$ cat src/rtl/mem_stage.sv
// mem_stage: MEM pipeline stage between the EX/MEM and MEM/WB boundaries.
// Issues data-bus accesses over a req/ack handshake with byte-lane steering
// and load extension, stalls upstream while an access is outstanding, and
// registers the writeback value.
// Optional: define MEM_TIMEOUT_EN to enable an ack watchdog (TIMEOUT_CYCLES).
module mem_stage #(
    parameter int TIMEOUT_CYCLES = 255
) (
    input  logic        clk,
    input  logic        reset,
    input  logic [31:0] i_ALU_out,
    input  logic [31:0] i_Store_Data,
    input  logic [4:0]  i_rd,
    input  logic [31:0] i_PC_plus_4,
    input  logic        i_RegWrite,
    input  logic        i_MemWrite,
    input  logic        i_MemRead,
    input  logic [1:0]  i_WDSel,
    input  logic [2:0]  i_DMType,
    output logic        o_stall,
    output logic        dbus_req,
    output logic        dbus_we,
    output logic [31:0] dbus_addr,
    output logic [31:0] dbus_wdata,
    output logic [3:0]  dbus_be,
    input  logic [31:0] dbus_rdata,
    input  logic        dbus_ack,
    output logic [31:0] o_wb_data,
    output logic [4:0]  o_wb_rd,
    output logic        o_wb_RegWrite,
    output logic        o_misalign,
    output logic        o_bus_err
);

    typedef enum logic {S_IDLE, S_BUSY} state_t;

    state_t      r_state;
    logic [1:0]  r_addr_lo;   // low address bits of the access in flight
    logic [2:0]  r_dmtype;    // access type of the access in flight

    logic        w_access;
    logic        w_is_half;
    logic        w_is_byte;
    logic        w_is_word;
    logic        w_misalign;
    logic        w_timeout;
    logic [31:0] w_wdata;
    logic [3:0]  w_be;
    logic [7:0]  w_byte;
    logic [15:0] w_half;
    logic [31:0] w_load;
    logic [31:0] w_sel;

    assign w_access   = i_MemRead | i_MemWrite;
    assign w_is_half  = (i_DMType == 3'b001) || (i_DMType == 3'b010);
    assign w_is_byte  = (i_DMType == 3'b011) || (i_DMType == 3'b100);
    assign w_is_word  = ~w_is_half & ~w_is_byte;
    assign w_misalign = (w_is_half & i_ALU_out[0]) | (w_is_word & (|i_ALU_out[1:0]));

    // Store lane replication and byte enables; reads always enable all lanes
    always_comb begin
        w_wdata = i_Store_Data;
        w_be    = 4'b1111;
        if (w_is_byte) begin
            w_wdata = {4{i_Store_Data[7:0]}};
            w_be    = 4'b0001 << i_ALU_out[1:0];
        end else if (w_is_half) begin
            w_wdata = {2{i_Store_Data[15:0]}};
            w_be    = i_ALU_out[1] ? 4'b1100 : 4'b0011;
        end
        if (!i_MemWrite) begin
            w_be = 4'b1111;
        end
    end

    // Load lane extraction and extension, using the latched access attributes
    always_comb begin
        w_byte = dbus_rdata[{r_addr_lo, 3'b000} +: 8];
        w_half = r_addr_lo[1] ? dbus_rdata[31:16] : dbus_rdata[15:0];
        case (r_dmtype)
            3'b001:  w_load = {{16{w_half[15]}}, w_half};
            3'b010:  w_load = {16'h0000, w_half};
            3'b011:  w_load = {{24{w_byte[7]}}, w_byte};
            3'b100:  w_load = {24'h000000, w_byte};
            default: w_load = dbus_rdata;
        endcase
    end

    // Writeback source select; 11 falls back to the ALU result
    always_comb begin
        case (i_WDSel)
            2'b01:   w_sel = w_load;
            2'b10:   w_sel = i_PC_plus_4;
            default: w_sel = i_ALU_out;
        endcase
    end

`ifdef MEM_TIMEOUT_EN
    logic [15:0] r_tmo_cnt;
    logic        r_bus_err;

    assign w_timeout = (r_state == S_BUSY) && !dbus_ack &&
                       (r_tmo_cnt == 16'(TIMEOUT_CYCLES - 1));
    assign o_bus_err = r_bus_err;

    // Watchdog: counts BUSY cycles without ack, held at zero while idle
    always_ff @(posedge clk) begin
        if (reset) begin
            r_tmo_cnt <= 16'd0;
            r_bus_err <= 1'b0;
        end else begin
            r_bus_err <= w_timeout;
            if (r_state == S_IDLE) begin
                r_tmo_cnt <= 16'd0;
            end else if (!dbus_ack) begin
                r_tmo_cnt <= r_tmo_cnt + 16'd1;
            end
        end
    end
`else
    assign w_timeout = 1'b0;
    assign o_bus_err = 1'b0;
`endif

    // Hold upstream while an access is being issued or awaits its ack
    assign o_stall = (r_state == S_IDLE) ? (w_access & ~w_misalign)
                                         : ~(dbus_ack | w_timeout);

    // Access FSM with registered bus and MEM/WB outputs
    always_ff @(posedge clk) begin
        if (reset) begin
            r_state       <= S_IDLE;
            r_addr_lo     <= 2'b00;
            r_dmtype      <= 3'b000;
            dbus_req      <= 1'b0;
            dbus_we       <= 1'b0;
            dbus_addr     <= 32'h0;
            dbus_wdata    <= 32'h0;
            dbus_be       <= 4'h0;
            o_wb_data     <= 32'h0;
            o_wb_rd       <= 5'd0;
            o_wb_RegWrite <= 1'b0;
            o_misalign    <= 1'b0;
        end else begin
            o_misalign <= 1'b0;
            case (r_state)
                S_IDLE: begin
                    if (w_access && !w_misalign) begin
                        dbus_req      <= 1'b1;
                        dbus_we       <= i_MemWrite;
                        dbus_addr     <= {i_ALU_out[31:2], 2'b00};
                        dbus_wdata    <= w_wdata;
                        dbus_be       <= w_be;
                        r_addr_lo     <= i_ALU_out[1:0];
                        r_dmtype      <= i_DMType;
                        o_wb_RegWrite <= 1'b0;
                        r_state       <= S_BUSY;
                    end else if (w_access) begin
                        o_misalign    <= 1'b1;
                        o_wb_RegWrite <= 1'b0;
                    end else begin
                        o_wb_data     <= w_sel;
                        o_wb_rd       <= i_rd;
                        o_wb_RegWrite <= i_RegWrite;
                    end
                end
                default: begin
                    if (dbus_ack) begin
                        o_wb_data     <= w_sel;
                        o_wb_rd       <= i_rd;
                        o_wb_RegWrite <= i_RegWrite;
                        dbus_req      <= 1'b0;
                        r_state       <= S_IDLE;
                    end else if (w_timeout) begin
                        o_wb_RegWrite <= 1'b0;
                        dbus_req      <= 1'b0;
                        r_state       <= S_IDLE;
                    end else begin
                        o_wb_RegWrite <= 1'b0;
                    end
                end
            endcase
        end
    end

endmodule

$ cat config.mk
export PLATFORM = sky130hd
export DESIGN_NAME = mem_stage
export DESIGN_NICKNAME = d
export VERILOG_FILES = /design/src/rtl/mem_stage.sv
export SDC_FILE = /design/constraint.sdc
export NUM_CORES = 1
export LEC_CHECK = 0
export ABC_AREA = 1
export CORE_MARGIN = 8
export CORE_UTILIZATION = 30
export CTS_CLUSTER_DIAMETER = 150
export DETAILED_ROUTE_END_ITERATION = 12
export MAX_ROUTING_LAYER = met4
export PLACE_DENSITY = 0.56
export REMOVE_ABC_BUFFERS = 1
export SLEW_MARGIN = 15
export SYNTH_ARGS = -nofsm -noshare
export SYNTH_HDL_FRONTEND = slang
export SYNTH_SLANG_ARGS = --single-unit
$ cat constraint.sdc
create_clock -name clk -period 1.78 [get_ports clk]
set_input_delay 0.267 -clock clk [delete_from_list [all_inputs] [get_ports clk]]
set_output_delay 0.267 -clock clk [all_outputs]
set_load 0.02 [all_outputs]
Yosys cells after proc, flatten, opt, wreduce, memory -nomap -nowiden
Index checks and enable logic that the tools add are counted.

cells by class
  equal/unequal tests = 13
  bitwise operators = 11
  mux-type cells = 29
  reductions and logical operators = 10
  shift-type cells = 2

operators by type and width
  cell                                             number
  2-to-1 mux 32 bit                                6
  case mux 32 bit (4 select lines)                 1
  case mux 32 bit (2 select lines)                 1
  variable part select 32 x 6 -> 8 bit             1
  2-to-1 mux 5 bit                                 4
  2-to-1 mux 16 bit                                1
  2-to-1 mux 4 bit                                 4
  == test 3 x 2 -> 1 bit, second input constant    4
  2-to-1 mux 1 bit                                 12
  == test 3 x 1 -> 1 bit, second input constant    2
  == test 3 bit, second input constant             2
  inequality test 2 bit, second input constant     3
  inverter 1 bit                                   5
  AND 1 bit                                        4
  AND reduction 2 bit                              2
  left shift 1 x 2 -> 4 bit, first input constant  1
  AND reduction 3 bit                              1
  OR reduction 3 bit                               1
  == test 2 x 1 -> 1 bit, second input constant    1
  == test 2 bit, second input constant             1
  logical OR 1 bit                                 2
  bitwise OR 1 bit                                 2
  nonzero test 2 bit                               1
  OR reduction 2 bit                               1
  other kinds (2)                                  2

storage, ports and cells
  output and inout port bits = 111
  input bits = 144
  register bits after elaboration = 113
  word-level logic and storage cells = 77

Longest topological paths before layout
Gate-level depths: netlist (run 1).

  depth after elaboration = 10
  mapped depth = 13
  gate-level depth less buffers = 12

Worst setup path before layout (run 1)
OpenSTA, ideal clock, no wires.

  path type = in2reg
  start = in i_DMType[1]
  end = reg dbus_addr[10]
  setup slack = 0.187 ns
  path buffers = 3
  arrival time = 1.460 ns
  data required time = 1.648 ns
  stages on the path = 13
  library setup time = 0.132 ns
  path through = nand2_1 > nand2_1 > nor2_4 > inv_2 > buf_2 > o21ai_2 > inv_2 > nand3_4 > inv_2 > buf_6 > buf_4 > nand2_1 > a21oi_1

on the way
  cells in the longest elaborated chain, start to end = 9
  elaborated cells on any way between the ends = 15
  classes of those cells = eq/ne (4); bitwise (6); reduce/logical (5)

ends and longest elaborated chain
  item                                            RTL line  RTL
  from (decl)                                     19        input logic [2:0] i_DMType,
  == test 3 x 1 -> 1 bit (tied with other cells)  55        assign w_is_half = (i_DMType == 3'b001) || (i_DMType == 3'b010);
  logical OR 1 bit, on equally long branches      55, 56
  inverter 1 bit                                  57        assign w_is_word = ~w_is_half & ~w_is_byte;
  AND 1 bit                                       57
  AND 1 bit                                       58        assign w_misalign = (w_is_half & i_ALU_out[0]) | (w_is_word & (|i_ALU_out[1:0]));
  bitwise OR 1 bit *                              58
  zero test 1 bit *                               148       if (w_access && !w_misalign) begin
  logical AND 1 bit *                             148
  AND reduction 2 bit (no line) *                 n/a
  to (signal assigned)                            151       dbus_addr <= {i_ALU_out[31:2], 2'b00};
  to (decl)                                       23        output logic [31:0] dbus_addr,

Mark *: on every way between the ends. The rest lies on a longest branch, timed or not.
A chain may end at the register's enable or synchronous reset.

Worst setup path in the final report (run 1)
  start = in i_MemWrite
  end = out o_stall

on the way
  cells in the longest elaborated chain, start to end = 3

ends and longest elaborated chain
  item              RTL line  RTL
  from (decl)       16        input logic i_MemWrite,
  bitwise OR 1 bit  54        assign w_access = i_MemRead | i_MemWrite;
  AND 1 bit         126       assign o_stall = (r_state == S_IDLE) ? (w_access & ~w_misalign)
  2-to-1 mux 1 bit  126
  to (decl)         20        output logic o_stall,

No other way between the ends.

==> results of run 1 <==
cells in the final DEF, fill, tap and decap left out, types with 2 or more instances in the layout:
cell type	n
a21oi_1	156
clkinv_1	2
dfxtp_1	113
bufinv_16	4
clkdlybuf4s50_1	246
inv_2	4
clkinvlp_4	2
clkinv_4	2
nor2_4	2
inv_1	70
clkbuf_2	3
clkbuf_8	4
clkbuf_16	17
nand2_1	372
nor2_1	45
nand3_1	46
o211ai_1	4
clkinv_2	3
nand4_1	2
o21ai_0	72
o21ai_2	2
nand2_4	2
conb_1	3
buf_12	10
diode_2	3
buf_4	59
layer usage:
layer | track usage [%] | wire length (µm)
met2 | 31.9 | 11100
met3 | 8.27 | 2630
met4 | 4.67 | 268
met5 | - | 0
met1 | 22.7 | 10300
state kept, by name (all words and copies together) (netlist names):
signal	count
dbus_addr	30
dbus_be	4
dbus_req	1
dbus_wdata	32
dbus_we	1
o_misalign	1
o_wb_RegWrite	1
o_wb_data	32
o_wb_rd	5
r_addr_lo	2
r_dmtype	3
r_state	1
cell type report:
| type | instances | area (µm²) |
|---|---|---|
| fill | 2095 | 10100 |
| multi-input combinational | 717 | 3170 |
| timing repair buffer | 320 | 3140 |
| sequential | 113 | 2260 |
| clock buffer | 22 | 484 |
| tap | 270 | 338 |
| inverter | 79 | 305 |
| clock inverter | 9 | 154 |
| antenna | 3 | 7.51 |
critical path, delay by kind of cell:
family | cells | cell delay (ps)
buffers and inverters | 4 | 730
and+or+nand+nor | 2 | 230
AOI/OAI and AO/OA | 2 | 220
final timing paths:
kind	from	endpoint	slack, ps
worst max-delay path	i_MemWrite	o_stall	80
worst min-delay path	reset	dbus_addr[3]	280
worst max register to register	r_dmtype[1]	o_wb_data[0]	200
worst min register to register	dbus_req	dbus_req	460
repair_timing:
| action | CTS | global route |
|---|---|---|
| hold buffers | 0 | 0 |
| resized for setup | 14 | 11 |
| setup buffers | 0 | 2 |
| setup endpoints to repair | 1 | 20 |
| pin swaps | 2 | 5 |
kinds of logic (layout without fill, tap and decap cells):
kind of cell | count (synthesis) | in the layout | synth area share (%)
compound gates | 237 | 237 | 20.1
flops | 113 | 113 | 37.5
simple gates | 475 | 475 | 31.4
buf+inv | 144 | 430 | 10.5
fa+ha+maj | 2 | 2 | 0.415
other cells | 1 | 6 | 0.0622
power by group:
group,switching (mW),leakage [nW],internal [mW]
sequential,0.133,0.930,2.78
clock,1.27,0.308,2.48
combinational,1.60,3.05,1.36
total,3.00,4.29,6.62
==> metrics.md, run 1 <==
| Metric | Value |
|---|---|
| DR WL/cell | `approximately 16 µm` |
| Status | `completed` |
| CP max-delay cell | `clkdlybuf4s50_1` |
| Clock Latency Late Sink | `roughly 420 ps` |
| CTS clk-pin slew, worst paths | `60 ps` |
| Routed Antenna Nets | `0` |
| Synth top area share | `around 38%` |
| Setup CP Type | `primary input to primary output` |
| Largest net degree at the start of global routing | `52` |
| Clock skew | `between 9 and 10 ps` |
| Top post-synthesis cells by count | `374 x nand2_1, 157 x a21oi_1, 113 x dfxtp_1` |
| Most common cell in the netlist | `nand2_1` |
| First-pass GRT wire length | `approximately 37 mm` |
| CTS Buf Count | `17` |
| DP Worst Slack | `-714 ps` |
| Max cap viols | `0` |
| Design Area, Final | `9850 µm²` |
| Worst path max stage delay | `between 400 and 500 ps` |
| Cell variety after synth | `28` |
| Syn Area/Cell | `6.20 µm²` |
| Core Area | `about 20,000 µm²` |
| Worst Setup End Kind | `primary output` |
| Vias | `a little over 7,000` |
| Inst Count DP | `1,497` |
| WHS Path Cells | `3` |
| Global Route Usage Sum | `between 15 and 20%` |
| Die Ht | `roughly 160 µm` |
| Seq/Total Area, Yosys | `37.5%` |
| Setup ws final | `81.0 ps` |
| Fin crit share | `95.5%` |
| Req. time, crit path | `between 1500 and 2000 ps` |
| Number of synthesized register bits | `roughly 110` |
| Setup-failing EPs final | `0` |
| CTS Buffer Depth | `2` |
| Largest cells by area after synthesis | `dfxtp_1 38%, nand2_1 23%, a21oi_1 13%` |
| Worst Setup Start Kind | `primary input` |
| Yosys Warn Count | `0` |
| Leak pwr | `about 4.3 nW` |
| Pwr/cell area | `976 nW/µm²` |
| Post-Syn Area | `about 6000 µm²` |
| Site Rows | `52` |
| Depth of the worst register-to-register path | `12` |
| P&R area growth vs syn | `63.4%` |
| CP arrival | `between 1000 and 1500 ps` |
| Async SR Flop Fraction | `0%` |
| Die Area | `roughly 25,000 µm²` |
| Cell taking the most area after synthesis | `dfxtp_1` |
| Clk root buf | `clkbuf_16` |
| DRT Wirelength | `approximately 24 mm` |
| Setup TNS | `0 ps` |
| CP Cell Sequence | `clkdlybuf4s50_1 -> nor2_1 -> inv_1 -> o21ai_2 -> inv_2 -> a21oi_2 -> nor2_1 -> buf_4` |
| 1st-pass router iterations | `5` |
| Relative slew slack | `between 50% and 60%` |
| Initial antenna violation count | `3` |
| Fin util | `around half` |
| Min Tclk post-route | `~1700 ps` |
| Max-slew violation count | `0` |
| Htree depth | `4` |
| Vias in the first global route | `6,951` |
| Final non-filler cell total | `around 1,500` |
| Layout cells sized above 1 | `9.92%` |
| GPL Wtd Cong | `about 0.87` |
| Initial core utilization | `30.2%` |
| Max VDD drop | `657 µV` |
| # IOs | `255` |
| Post-DP HPWL | `between 15 and 20 mm` |
| Synth Flop Type | `dfxtp_1` |
| Number of synthesized flops with an enable pin | `0` |
| Grt total ovfl | `0` |
| Worst hold margin | `approximately 280 ps` |
| # nets final | `roughly 1,400` |
| Pwr Total | `9.62 mW` |
| DRT iter0 DRCs | `around 340` |
| Final routed DRC violation total | `0` |
| Die X | `about 160 µm` |
| CTS tree | `built` |
| Worst Hold Class | `primary input to register` |
| Fin. Hold Viols | `0` |
| CTS sink count | `roughly 110` |
| Max Fanout on Critical Path | `2` |
| Via density | `4.65` |
| PortBufs | `251` |
| Worst-Margin Slew | `approximately 610 ps` |
| Most used cell, CP | `nor2_1` |
| Post-Synthesis Cells | `just under 1,000` |
| Post-place instance area | `between 9000 and 10,000 µm²` |
| FMAX | `589 MHz` |
No activity file was read; power rests on OpenSTA's default activity.
==> run 2, diff against run 1 <==
CORE_UTILIZATION = 40   (was 30)
PLACE_DENSITY = 0.72   (was 0.56)
==> metrics.md, run 2 (synthesis gave the netlist of run 1 again) <==
| Metric | Value |
|---|---|
| PortBufs | `251 (unchanged)` |
| Max-slew violation count | `0 (unchanged)` |
| Vias | `7,048 (was 7,132)` |
| # IOs | `255 (unchanged)` |
| Htree depth | `4 (unchanged)` |
| Grt total ovfl | `0 (unchanged)` |
| FMAX | `589 MHz (about the same)` |
| Core Area | `15,000 µm² (was 20,000 µm²)` |
| Critical path's top delay family | `buffers and inverters (unchanged)` |
| Worst Setup SP | `o_wb_data[16] (was i_MemWrite)` |
| RSZ-0062 raised after global routing | `yes` |
| Design Area, Final | `9660 µm² (was 9850 µm²)` |
| Largest net degree at the start of global routing | `68 (was 52)` |
| Die X | `139 µm (was 158 µm)` |
| Largest registers | `dbus_wdata (32), o_wb_data (32), dbus_addr (30) (unchanged)` |
| CTS clk-pin slew, worst paths | `60 ps (about the same)` |
| Worst path max stage delay | `660 ps (was 420 ps)` |
| CTS Buffer Depth | `2 (unchanged)` |
| Setup-failing EPs final | `0 (unchanged)` |
| Clock skew | `7.40 ps (was 9.32 ps)` |
| Routed Antenna Nets | `0 (unchanged)` |
| Most common cell after layout, fill and taps aside | `nand2_1 (unchanged)` |
| Fin crit share | `95.3% (was 95.5%)` |
| Worst Setup Start Kind | `register (was primary input)` |
| Max Fanout on Critical Path | `2 (unchanged)` |
| Site Rows | `45 (was 52)` |
| # nets final | `1,388 (was 1,394)` |
| Combinational share of power | `31.2% (was 30.7%)` |
| Worst path bufs/invs | `1 (was 4)` |
| Clk pwr share | `37.7% (was 39.0%)` |
| CP Cell Sequence | `clkdlybuf4s50_1 (was clkdlybuf4s50_1 -> nor2_1 -> inv_1 -> o21ai_2 -> inv_2 -> a21oi_2 -> nor2_1 -> buf_4)` |
| Seq pwr share | `31.1% (was 30.3%)` |
| Via density | `4.88 (was 4.65)` |
| DRT Wirelength | `22.5 mm (was 24.4 mm)` |
| Setup CP Type | `register to primary output (was primary input to primary output)` |
| CTS sink count | `113 (unchanged)` |
| Reg-to-reg startpoint | `r_dmtype[2] (was r_dmtype[1])` |
| Worst Setup End Kind | `primary output (unchanged)` |
| CP max-delay cell | `clkdlybuf4s50_1 (unchanged)` |
| Most frequent cells in the layout | `373 x nand2_1, 246 x clkdlybuf4s50_1, 156 x a21oi_1, 113 x dfxtp_1, 73 x o21ai_0 (was 372 x nand2_1, 246 x clkdlybuf4s50_1, 156 x a21oi_1, 113 x dfxtp_1, 72 x o21ai_0)` |
| First-pass GRT wire length | `35.9 mm (was 37.4 mm)` |
| Req. time, crit path | `1510 ps (about the same)` |
| Layout cells sized above 1 | `9.48% (was 9.92%)` |
| Fin. Hold Viols | `0 (unchanged)` |
| Leak pwr | `4.24 nW (was 4.29 nW)` |
| Post-place instance area | `9020 µm² (was 9180 µm²)` |
| Inst Count DP | `1,409 (was 1,497)` |
| Die Ht | `139 µm (was 158 µm)` |
| Max VDD drop | `696 µV (was 657 µV)` |
| DR WL/cell | `15.6 µm (was 15.9 µm)` |
| Pwr Total | `9.36 mW (was 9.62 mW)` |
| Clock Latency Late Sink | `410 ps (was 420 ps)` |
| Global Route Usage Sum | `23.8% (was 19.9%)` |
| Worst-Margin Slew | `666 ps (was 614 ps)` |
| CTS tree | `built (unchanged)` |
| Die Area | `19,300 µm² (was 24,900 µm²)` |
| P&R area growth vs syn | `60.1% (was 63.4%)` |
| Final non-filler cell total | `1,443 (was 1,533)` |
| Hold Path Origin | `reset (unchanged)` |
| Initial antenna violation count | `0 (was 3)` |
| CP arrival | `1430 ps (about the same)` |
| Initial core utilization | `40.3% (was 30.2%)` |
| Worst hold margin | `340 ps (was 276 ps)` |
| Ant. Diodes | `0 (was 3)` |
| Relative slew slack | `55.6% (was 59.0%)` |
| Status | `completed (unchanged)` |
| Sw Share | `32.4% (was 31.2%)` |
| P_int | `6.33 mW (was 6.62 mW)` |
| P_sw | `3.03 mW (was 3.00 mW)` |
| DRT iter0 DRCs | `543 (was 335)` |
| Vias in the first global route | `7,024 (was 6,951)` |
| 1st-pass router iterations | `5 (unchanged)` |
| CTS Buf Count | `17 (unchanged)` |
| GPL Wtd Cong | `0.882 (was 0.873)` |
| Clk root buf | `clkbuf_16 (unchanged)` |
| Max cap viols | `0 (unchanged)` |
| Worst Hold Class | `primary input to register (unchanged)` |
| Final routed DRC violation total | `0 (unchanged)` |
| Pwr/cell area | `969 nW/µm² (was 976 nW/µm²)` |
| Post-DP HPWL | `16.8 mm (was 18.7 mm)` |
| Min Tclk post-route | `1700 ps (about the same)` |
## run 2: cell types whose count changed in the layout (fill, tap and decap cells not counted), sizes merged
cell / before / now
clkbuf: 25 / 19
dlygate4sd2: 0 / 1
bufinv: 4 / 3
inv: 75 / 79
buf: 71 / 65
clkinvlp: 2 / 3
clkinv: 7 / 9
diode: 3 / 0
## run 2: per-layer routing
| metal | vias to the layer above | global-route usage [%] | share of wire (%) |
|---|---|---|---|
| met4 | 0 | 8.55 | 2.1 |
| met1 | 3130 | 27.7 | 43 |
| met5 | - | - | 0 |
| met2 | 255 | 37.8 | 46 |
| li1 | 3633 | - | - |
| met3 | 30 | 7.88 | 8.5 |
## run 2: area by class of cell
type | count | area, µm²
fill | 1373 | 5320
multi-input combinational | 717 | 3170
timing repair buffer | 314 | 3080
sequential | 113 | 2260
clock buffer | 17 | 425
inverter | 79 | 300
tap | 188 | 235
clock inverter | 15 | 184
## run 2: what timing repair did
item                                    4_1_cts  5_1_grt
endpoints found under the setup margin       59        2
setup buffers                                 2        0
resized for setup                            13        5
hold buffers                                  0        0
pin swaps                                     2        0
## run 2: worst paths after layout
kind,end,slack (ps),depth (start not counted)
setup / recovery,o_wb_data[16],80,1
hold / removal,dbus_wdata[8],340,3
setup reg to reg,o_wb_data[0],140,12
hold reg to reg,dbus_addr[18],460,2
## run 2: power by group through the flow
stage               sequential [mW]  combinational [mW]  clock (mW)
detailed placement             2.96                2.91           0
finish                         2.91                2.92        3.52
global placement               2.95                2.89           0
global route                   2.94                3.20        3.72
CTS                            2.91                2.94        3.59
floorplan                      3.26                1.09           0
## run 2: metrics by stage
stage                     util [%]  worst slack (ps)  TNS [ps]
after detailed placement      60.2              -631    -38020
after floorplan                  -             -1020    -70930
final                         64.5              83.5         0
after CTS                     64.5              25.5         0
after global placement        60.2              -579    -31970
after global routing          64.5             -4.96     -4.96
